--- src/rtl/calc3_cmd_scheduler.sv ---
// calc3_cmd_scheduler: per-port command holding, round-robin issue to the alu/shift units,
// and routing of unit results or local errors back to the originating port's output lanes.
module calc3_cmd_scheduler #(
    parameter int DW = 32,
    parameter int NP = 4
) (
    input  logic             c_clk,
    input  logic             reset,
    input  logic [NP-1:0]    req_valid,
    output logic [NP-1:0]    req_ready,
    input  logic [NP*4-1:0]  req_cmd,
    input  logic [NP*DW-1:0] req_data1,
    input  logic [NP*DW-1:0] req_data2,
    input  logic [NP*2-1:0]  req_tag,
    output logic             alu_issue_valid,
    input  logic             alu_issue_ready,
    output logic [3:0]       alu_cmd,
    output logic [DW-1:0]    alu_op1,
    output logic [DW-1:0]    alu_op2,
    output logic [1:0]       alu_port,
    output logic [1:0]       alu_tag,
    input  logic             alu_rsp_valid,
    output logic             alu_rsp_ready,
    input  logic [1:0]       alu_rsp_code,
    input  logic [DW-1:0]    alu_rsp_data,
    input  logic [1:0]       alu_rsp_port,
    input  logic [1:0]       alu_rsp_tag,
    output logic             shf_issue_valid,
    input  logic             shf_issue_ready,
    output logic [3:0]       shf_cmd,
    output logic [DW-1:0]    shf_op1,
    output logic [DW-1:0]    shf_op2,
    output logic [1:0]       shf_port,
    output logic [1:0]       shf_tag,
    input  logic             shf_rsp_valid,
    output logic             shf_rsp_ready,
    input  logic [1:0]       shf_rsp_code,
    input  logic [DW-1:0]    shf_rsp_data,
    input  logic [1:0]       shf_rsp_port,
    input  logic [1:0]       shf_rsp_tag,
    output logic [NP*2-1:0]  out_resp,
    output logic [NP*DW-1:0] out_data,
    output logic [NP*2-1:0]  out_tag
);
    typedef enum logic [1:0] {EMPTY, HELD_ALU, HELD_SHF, HELD_ERR} st_t;

    st_t             st     [NP];
    st_t             st_nx  [NP];
    logic [3:0]      h_cmd  [NP];
    logic [DW-1:0]   h_op1  [NP];
    logic [DW-1:0]   h_op2  [NP];
    logic [1:0]      h_tag  [NP];
    logic [3:0]      obm    [NP];
    logic [3:0]      obm_nx [NP];
    logic [NP-1:0]   acc, cmd_ok, alu_req, shf_req, alu_hit, shf_hit, err_dlv;
    logic [1:0]      alu_ptr, shf_ptr, alu_lock_p, shf_lock_p, alu_gnt, shf_gnt;
    logic            alu_lock_v, shf_lock_v, alu_fire, shf_fire;
    logic [2:0]      alu_pick, shf_pick;
    logic [NP*2-1:0] resp_nx, tag_nx;
    logic [NP*DW-1:0] data_nx;

    // {found, port}: first requester at or after ptr, wrapping
    function automatic logic [2:0] rr_pick(input logic [NP-1:0] req, input logic [1:0] ptr);
        logic [2:0] r;
        logic [1:0] k;
        r = '0;
        for (int i = NP - 1; i >= 0; i--) begin
            k = ptr + 2'(i);
            if (req[k]) r = {1'b1, k};
        end
        return r;
    endfunction

    always_comb begin
        for (int p = 0; p < NP; p++) begin
            req_ready[p] = st[p] == EMPTY && obm[p] != 4'hF;
            alu_req[p]   = st[p] == HELD_ALU;
            shf_req[p]   = st[p] == HELD_SHF;
        end
    end

    assign alu_rsp_ready = 1'b1;
    assign shf_rsp_ready = !(alu_rsp_valid && alu_rsp_port == shf_rsp_port);

    always_comb begin
        for (int p = 0; p < NP; p++) begin
            acc[p]     = req_valid[p] & req_ready[p];
            cmd_ok[p]  = (req_cmd[p*4 +: 4] inside {4'd1, 4'd2, 4'd5, 4'd6}) && !obm[p][req_tag[p*2 +: 2]];
            alu_hit[p] = alu_rsp_valid && alu_rsp_port == 2'(p);
            shf_hit[p] = shf_rsp_valid && shf_rsp_ready && shf_rsp_port == 2'(p);
            err_dlv[p] = st[p] == HELD_ERR && !alu_hit[p] && !shf_hit[p];
        end
    end

    // An offered but unaccepted grant is locked so the issue fields stay stable
    always_comb begin
        alu_pick        = rr_pick(alu_req, alu_ptr);
        alu_gnt         = alu_lock_v ? alu_lock_p : alu_pick[1:0];
        alu_issue_valid = alu_lock_v | alu_pick[2];
        alu_cmd         = h_cmd[alu_gnt];
        alu_op1         = h_op1[alu_gnt];
        alu_op2         = h_op2[alu_gnt];
        alu_port        = alu_gnt;
        alu_tag         = h_tag[alu_gnt];
        alu_fire        = alu_issue_valid & alu_issue_ready;
        shf_pick        = rr_pick(shf_req, shf_ptr);
        shf_gnt         = shf_lock_v ? shf_lock_p : shf_pick[1:0];
        shf_issue_valid = shf_lock_v | shf_pick[2];
        shf_cmd         = h_cmd[shf_gnt];
        shf_op1         = h_op1[shf_gnt];
        shf_op2         = h_op2[shf_gnt];
        shf_port        = shf_gnt;
        shf_tag         = h_tag[shf_gnt];
        shf_fire        = shf_issue_valid & shf_issue_ready;
    end

    always_comb begin
        for (int p = 0; p < NP; p++) begin
            st_nx[p] = st[p];
            case (st[p])
                EMPTY:    if (acc[p]) st_nx[p] = !cmd_ok[p] ? HELD_ERR : req_cmd[p*4+2] ? HELD_SHF : HELD_ALU;
                HELD_ALU: if (alu_fire && alu_gnt == 2'(p)) st_nx[p] = EMPTY;
                HELD_SHF: if (shf_fire && shf_gnt == 2'(p)) st_nx[p] = EMPTY;
                HELD_ERR: if (err_dlv[p]) st_nx[p] = EMPTY;
                default:  st_nx[p] = EMPTY;
            endcase
        end
    end

    // Results for tags not outstanding (stale after reset) are dropped; a set on accept wins over a clear
    always_comb begin
        resp_nx = '0;
        data_nx = '0;
        tag_nx  = '0;
        for (int p = 0; p < NP; p++) begin
            obm_nx[p] = obm[p];
            if (alu_hit[p]) begin
                if (obm[p][alu_rsp_tag]) begin
                    resp_nx[p*2 +: 2]  = alu_rsp_code;
                    data_nx[p*DW +: DW] = alu_rsp_data;
                    tag_nx[p*2 +: 2]   = alu_rsp_tag;
                end
                obm_nx[p][alu_rsp_tag] = 1'b0;
            end else if (shf_hit[p]) begin
                if (obm[p][shf_rsp_tag]) begin
                    resp_nx[p*2 +: 2]  = shf_rsp_code;
                    data_nx[p*DW +: DW] = shf_rsp_data;
                    tag_nx[p*2 +: 2]   = shf_rsp_tag;
                end
                obm_nx[p][shf_rsp_tag] = 1'b0;
            end else if (err_dlv[p]) begin
                resp_nx[p*2 +: 2] = 2'd2;
                tag_nx[p*2 +: 2]  = h_tag[p];
            end
            if (acc[p] && cmd_ok[p]) obm_nx[p][req_tag[p*2 +: 2]] = 1'b1;
        end
    end

    always_ff @(posedge c_clk) begin
        if (!reset) begin
            for (int p = 0; p < NP; p++) begin
                st[p]  <= EMPTY;
                obm[p] <= '0;
            end
            alu_ptr    <= '0;
            shf_ptr    <= '0;
            alu_lock_v <= 1'b0;
            shf_lock_v <= 1'b0;
            alu_lock_p <= '0;
            shf_lock_p <= '0;
            out_resp   <= '0;
            out_data   <= '0;
            out_tag    <= '0;
        end else begin
            for (int p = 0; p < NP; p++) begin
                st[p]  <= st_nx[p];
                obm[p] <= obm_nx[p];
            end
            alu_ptr    <= alu_fire ? alu_gnt + 2'd1 : alu_ptr;
            shf_ptr    <= shf_fire ? shf_gnt + 2'd1 : shf_ptr;
            alu_lock_v <= alu_issue_valid & !alu_issue_ready;
            shf_lock_v <= shf_issue_valid & !shf_issue_ready;
            alu_lock_p <= alu_gnt;
            shf_lock_p <= shf_gnt;
            out_resp   <= resp_nx;
            out_data   <= data_nx;
            out_tag    <= tag_nx;
        end
    end

    always_ff @(posedge c_clk) begin
        for (int p = 0; p < NP; p++) begin
            if (acc[p]) begin
                h_cmd[p] <= req_cmd[p*4 +: 4];
                h_op1[p] <= req_data1[p*DW +: DW];
                h_op2[p] <= req_data2[p*DW +: DW];
                h_tag[p] <= req_tag[p*2 +: 2];
            end
        end
    end
endmodule
--- config.mk ---
export PLATFORM = sky130hd
export DESIGN_NAME = calc3_cmd_scheduler
export DESIGN_NICKNAME = d
export VERILOG_FILES = /design/src/rtl/calc3_cmd_scheduler.sv
export SDC_FILE = /design/constraint.sdc
export NUM_CORES = 1
export LEC_CHECK = 0
export ABC_AREA = 1
export BUFFER_PORTS_ARGS = -buffer_cell sky130_fd_sc_hd__buf_2
export CORE_AREA = 2 2 256 258
export CTS_CLUSTER_SIZE = 14
export DETAILED_ROUTE_END_ITERATION = 16
export DIE_AREA = 0 0 258 260
export GPL_ROUTABILITY_DRIVEN = 0
export HOLD_SLACK_MARGIN = 0.12
export PLACE_DENSITY = 0.59
export SLEW_MARGIN = 20
export SYNTH_ARGS = -nofsm -noshare
export SYNTH_HDL_FRONTEND = slang
export SYNTH_SLANG_ARGS = --single-unit
export TNS_END_PERCENT = 10
--- constraint.sdc ---
create_clock -name c_clk -period 13.6 [get_ports c_clk]
set_clock_uncertainty 0.1 [all_clocks]
set_input_delay 1.36 -clock c_clk [delete_from_list [all_inputs] [get_ports c_clk]]
set_output_delay 1.36 -clock c_clk [all_outputs]
set_load 0.02 [all_outputs]
* Word level (Yosys, flattened, before mapping)
Memory sizes are Yosys's and may differ from the RTL's.
Cells that the tools add are included.
** Word-level totals
- Input bits :: 366
- Word-level logic and storage cells :: 367
- Output and inout port bits :: 296
- Register bits after elaboration :: 154
- Bits in writable memories :: 304
- Memories kept :: 6
** Operators by class
- Add/subtract/negate cells :: 8
- Equal/unequal tests :: 45
- Bitwise gates (word level) :: 32
- Reductions and logical operators :: 71
- Muxes and demuxes :: 176
- $lt $le $gt $ge :: 20
** Memories
- h_op1 :: words 4, bits a word 32, read ports 2, clocked after memory_dff 0, wr ports 4, RTL line 50 : logic [DW-1:0] h_op1 [NP];
- h_op2 :: words 4, bits a word 32, read ports 2, clocked after memory_dff 0, wr ports 4, RTL line 51 : logic [DW-1:0] h_op2 [NP];
- h_cmd :: words 4, bits a word 4, read ports 2, clocked after memory_dff 0, wr ports 4, RTL line 49 : logic [3:0] h_cmd [NP];
- obm :: words 4, bits a word 4, read ports 4, clocked after memory_dff 0, wr ports 4, RTL line 53 : logic [3:0] obm [NP];
- h_tag :: words 4, bits a word 2, read ports 6, clocked after memory_dff 0, wr ports 4, RTL line 52 : logic [1:0] h_tag [NP];
- st :: words 4, bits a word 2, read ports 4, clocked after memory_dff 0, wr ports 4, RTL line 47 : st_t st [NP];
** Operators with widths (number)
- $mux W32 :: 16
- $mux W2 :: 70
- $mux W4 :: 16
- $logic_and A1 B1 Y1 :: 44
- $lt A2 B3 Y1 const B :: 14
- $bmux W1 S2 :: 20
- $mux W1 :: 36
- $and A4 B4 Y4 :: 8
- $eq A2 B2 Y1 const B :: 16
- $eq A4 B3 Y1 const B :: 8
- $pmux W2 S4 :: 4
- $mux W3 :: 8
- $eq A2 B1 Y1 const B :: 8
- $eq A4 B1 Y1 const B :: 4
- $eq A4 B2 Y1 const B :: 4
- $logic_not A2 Y1 :: 8
- $ne A4 B4 Y1 const B :: 4
- $or A4 B4 Y4 :: 4
- $reduce_bool A4 Y1 :: 4
- $logic_not A1 Y1 :: 15
- $demux W1 S2 :: 6
- $ge A2 B1 Y1 const B :: 6
- $or A1 B1 Y1 :: 10
- $add A2 B1 Y2 const B :: 4
- 4 further kinds :: 15

* Longest topological paths before layout
An unclocked memory read counts as a cell.
- Word-level depth :: 14
- Mapped depth :: 18
- Mapped depth without buffers :: 16

* Worst setup path before layout
Ideal clock, no wire load.
- Path kind :: input-to-reg
- Start point :: in req_valid[0]
- End point :: mem obm[0][0]
- Data arrival time :: 7328 ps
- Buffers on the path :: 0
- Required time :: 13430 ps
- Library setup time :: 70 ps
- Stages :: 4
- Path slack :: 6101 ps
- Cell sequence :: nor3b_1 > and2_1 > nand3_1 > a21oi_1
** RTL lines
- from (decl) :: RTL line 9 : input logic [NP-1:0] req_valid,
- to (decl) :: RTL line 53

* Final worst setup path
- Start point :: reg shf_ptr[0]
- End point :: out shf_tag[1]
** On the way
- Longest elaborated chain between the ends :: 9
- Elaborated cells between the ends (all ways) :: 17
- Those cells by class :: add/sub (3); mux (13); memory (1)
** RTL lines
- from (decl) :: RTL line 56 : logic [1:0] alu_ptr, shf_ptr, alu_lock_p, shf_lock_p, alu_gnt, shf_gnt;
- from (signal assigned) :: RTL line 180 : shf_ptr <= shf_fire ? shf_gnt + 2'd1 : shf_ptr;
- $add A2 B2 Y2 :: RTL line 68 : k = ptr + 2'(i);
- $bmux W1 S2 :: RTL line 69 : if (req[k]) r = {1'b1, k};
- $mux W1 (implied by the code) :: RTL line 69
- $mux W3 (3 in a row) :: RTL line 69
- $mux W3 (*) :: RTL line 69
- $mux W2 (*) :: RTL line 107 : shf_gnt = shf_lock_v ? shf_lock_p : shf_pick[1:0];
- $mem_v2 Z4 W2 (*)
- to (decl) :: RTL line 34 : output logic [1:0] shf_tag,
Every way passes the cells marked *; elsewhere a longest branch is shown, timed or not. The select of a mux whose other input is x is not followed.

==> flow_summary_export.csv <==
group,metric,value,unit
run_status,status,"finished, final reports clean",
synthesis,ys_ff_latch,458,
setup_path,crit_fanout,82,
clocking,cts-root-buf,"clkbuf_16",
sta,maxSlewViolCount,0,
global_routing,antenna_found_initial,33,
clocking,cts-resized-gates,0,
setup_path,endpoint_kind,"output pin",
sta,min_period,6.46,ns
drt,drtIter0Drc,1906,
setup_path,r2r_cells,12,
setup_path,slowest_stage,"inv_6",
finish,layout_commonest_cell,"buf_2",
floorplan,start_util,32.8,%
setup_path,critPathMaxStageDelay,0.81,ns
synthesis,ys_seq_area_share,56.9,%
placed_design,hpwlAfterDp,61200,um
hold_path,hold_depth,2,
clocking,cts_sinks,458,
synthesis,post_synth_num_cell_types,42,
clocking,cts_buffers,53,
synthesis,async_flop_share,0,%
sta,tns,0,ns
setup_path,cp.depth,14,
clocking,clock_latency,0.61,ns
synthesis,synth_compound_area_share,19.8,%
setup_path,cp_cell_sequence,"clkinv_4 -> nand3_1 -> nand2_1 -> nand2_1 -> nand2_1 -> nor2_1 -> a21oi_1 -> nand2_2 -> nand2_4 -> inv_6 -> buf_4 -> nand2_1 -> a31oi_1 -> buf_2",
synthesis,syn_inst,2231,
placed_design,port_buffers,660,
drt,first_pass_iters,7,
finish,final_cell_mix,"buf_2 (660), nand2_1 (397), edfxtp_1 (280)",
floorplan,die_w,258,um
floorplan,rows,93,
synthesis,syn-num-nets,2597,
setup_path,startpoint_type,"flop",
drt,routed_wirelength,87500,um
drt,via_per_inst,5.32,
synthesis,synth_mux_area_share,0,%
finish,nets,3199,
finish,syn2layout_area_growth,26.8,%
synthesis,syn_area,21100,um2
setup_path,cp.arrival,5.00,ns
sta,period_share,47.5,%
drt,postRouteAntennaNets,0,
finish,drive_above_1_share,32.9,%
hold_path,hp-class,"reg2reg",
synthesis,ys.warnings.count,0,
floorplan,dieArea,67100,um2
setup_path,crit_family,"buffers and inverters",
job,maxCapViolCount,0,
global_routing,grt_usage,24.7,%
drt,wire_per_inst,23.3,um
floorplan,die_y,260,um
clocking,hold_buffers,0,
synthesis,synth_edf_count,280,
drt,drc,0,
sta,rsz0062_at_grt,"no",
sta,worst_pin_slew,1.09,ns
clocking,tritoncts,"built",
drt,vias,20000,
finish,n_fill_cell,6382,
clocking,cts_max_path_buffers,3,
synthesis,synthTopCellsByArea,"edfxtp_1 (40%), dfxtp_1 (17%), nand2_1 (7.1%)",
synthesis,synth-main-ff-cell,"edfxtp_1",
setup_path,required,12.14,ns
floorplan,core,64100,um2
clocking,cts.reportedPaths.clkPinSlew,0.06,ns
sta,holdWs,0.417,ns
sta,setup-violations-final,0,
global_routing,grt.overflow.total,0,
sta,max_slew_margin,27.4,%
setup_path,cp_num_buf_inv,4,
global_routing,grt_pass1_vias,19400,
setup_path,path_common_cell,"nand2_1",
synthesis,syn_area_per_cell,9.44,um2
synthesis,synthSimpleGateAreaFrac,17.6,%
synthesis,synth_largest_area_cell,"edfxtp_1",
sta,finalHoldViolCount,0,
floorplan,ios,662,
setup_path,critPathKind,"reg2out",
clocking,h-tree-depth,2,
synthesis,synth_top_family_by_area,"compound AO/OA/AOI/OAI gates",
sta,fmax,155,MHz
global_routing,grt_max_degree,89,
clocking,cts_setup_buffers,0,
synthesis,yosysTopAreaCellShare,39.9,%
synthesis,synth_xor_area_share,0,%
synthesis,synth_adder_area_share,0,%
global_routing,grt_pass1_wl,126000,um
-- worst paths after layout --
| check | startpoint | to | slack, ns |
|---|---|---|---|
| setup / recovery | shf_ptr[0] | shf_tag[1] | 7.14 |
| hold / removal | obm[0][3] | obm[0][3] | 0.42 |
| setup reg to reg | shf_ptr[0] | shf_lock_p[0] | 9.63 |
| hold reg to reg | obm[0][3] | obm[0][3] | 0.42 |
-- flip-flops by register name, summed over array words and instances, names as in the netlist --
name        count
obm            16
alu_lock_p      2
shf_ptr         2
h_op1         128
h_cmd          16
shf_lock_p      2
out_resp        8
shf_lock_v      1
out_tag         8
h_tag           8
out_data      128
alu_lock_v      1
h_op2         128
alu_ptr         2
st              8
-- kinds of logic after synthesis --
kind of cell           Yosys count
AOI/OAI and AO/OA              673
buffers and inverters          257
DFF                            458
other                            1
and+or+nand+nor                842
-- area by class of cell --
cell class | count | area [um2] | area share [%]
inverter | 120 | 468 | 1.75
sequential | 458 | 12000 | 44.8
clock inverter | 23 | 201 | 0.755
timing repair buffer | 684 | 3480 | 13.0
tap | 855 | 1070 | 4.01
antenna | 24 | 60.1 | 0.225
multi-input combinational | 1516 | 7940 | 29.8
clock buffer | 77 | 1500 | 5.61
-- worst min-delay path, delay by kind of cell (launching register included) --
family,cells,cell delay (ns)
compound gates,2,0.15
flops,1,0.31
-- routing by layer --
metal  vias up  track usage, %  wire length, um  part of all wire [%]
met1      9654            28.7            32400                    37
met5         -               0              151                  0.17
met3       202            8.05             9360                    11
met2      1109            42.8            42700                    49
li1       9012               -                -                     -
met4        24            8.67             2850                   3.3
-- per-stage QoR --
stage          area (um2)  worst slack (ns)  instances  util, %
6_report            26700              7.14       3757     41.6
5_1_grt             26700              6.92       3743     41.6
3_5_place_dp        24900              7.96       3633     38.9
4_1_cts             26600              7.29       3733     41.5
3_3_place_gp        24900              8.04       3633     38.9
2_1_floorplan       21100              6.10       2231        -
-- cell usage after synthesis (all sizes together), types with 2 or more instances --
| cell | number |
|---|---|
| o2111a | 3 |
| dfxtp | 178 |
| o31ai | 9 |
| edfxtp | 280 |
| nor3b | 4 |
| nand3 | 62 |
| a22oi | 3 |
| a21oi | 189 |
| and2 | 4 |
| clkbuf | 57 |
| nor4 | 5 |
| clkinv | 2 |
| a31oi | 8 |
| nor3 | 11 |
| a221oi | 5 |
| nand4 | 10 |
| o211ai | 140 |
| o22ai | 16 |
| inv | 118 |
| nand3b | 2 |
| or2 | 135 |
| nand2 | 403 |
| buf | 80 |
| nor2 | 206 |
| o21ai | 298 |
Power is not shown: default switching activity piles up to over one toggle a cycle in this logic, so the estimate is an artifact.
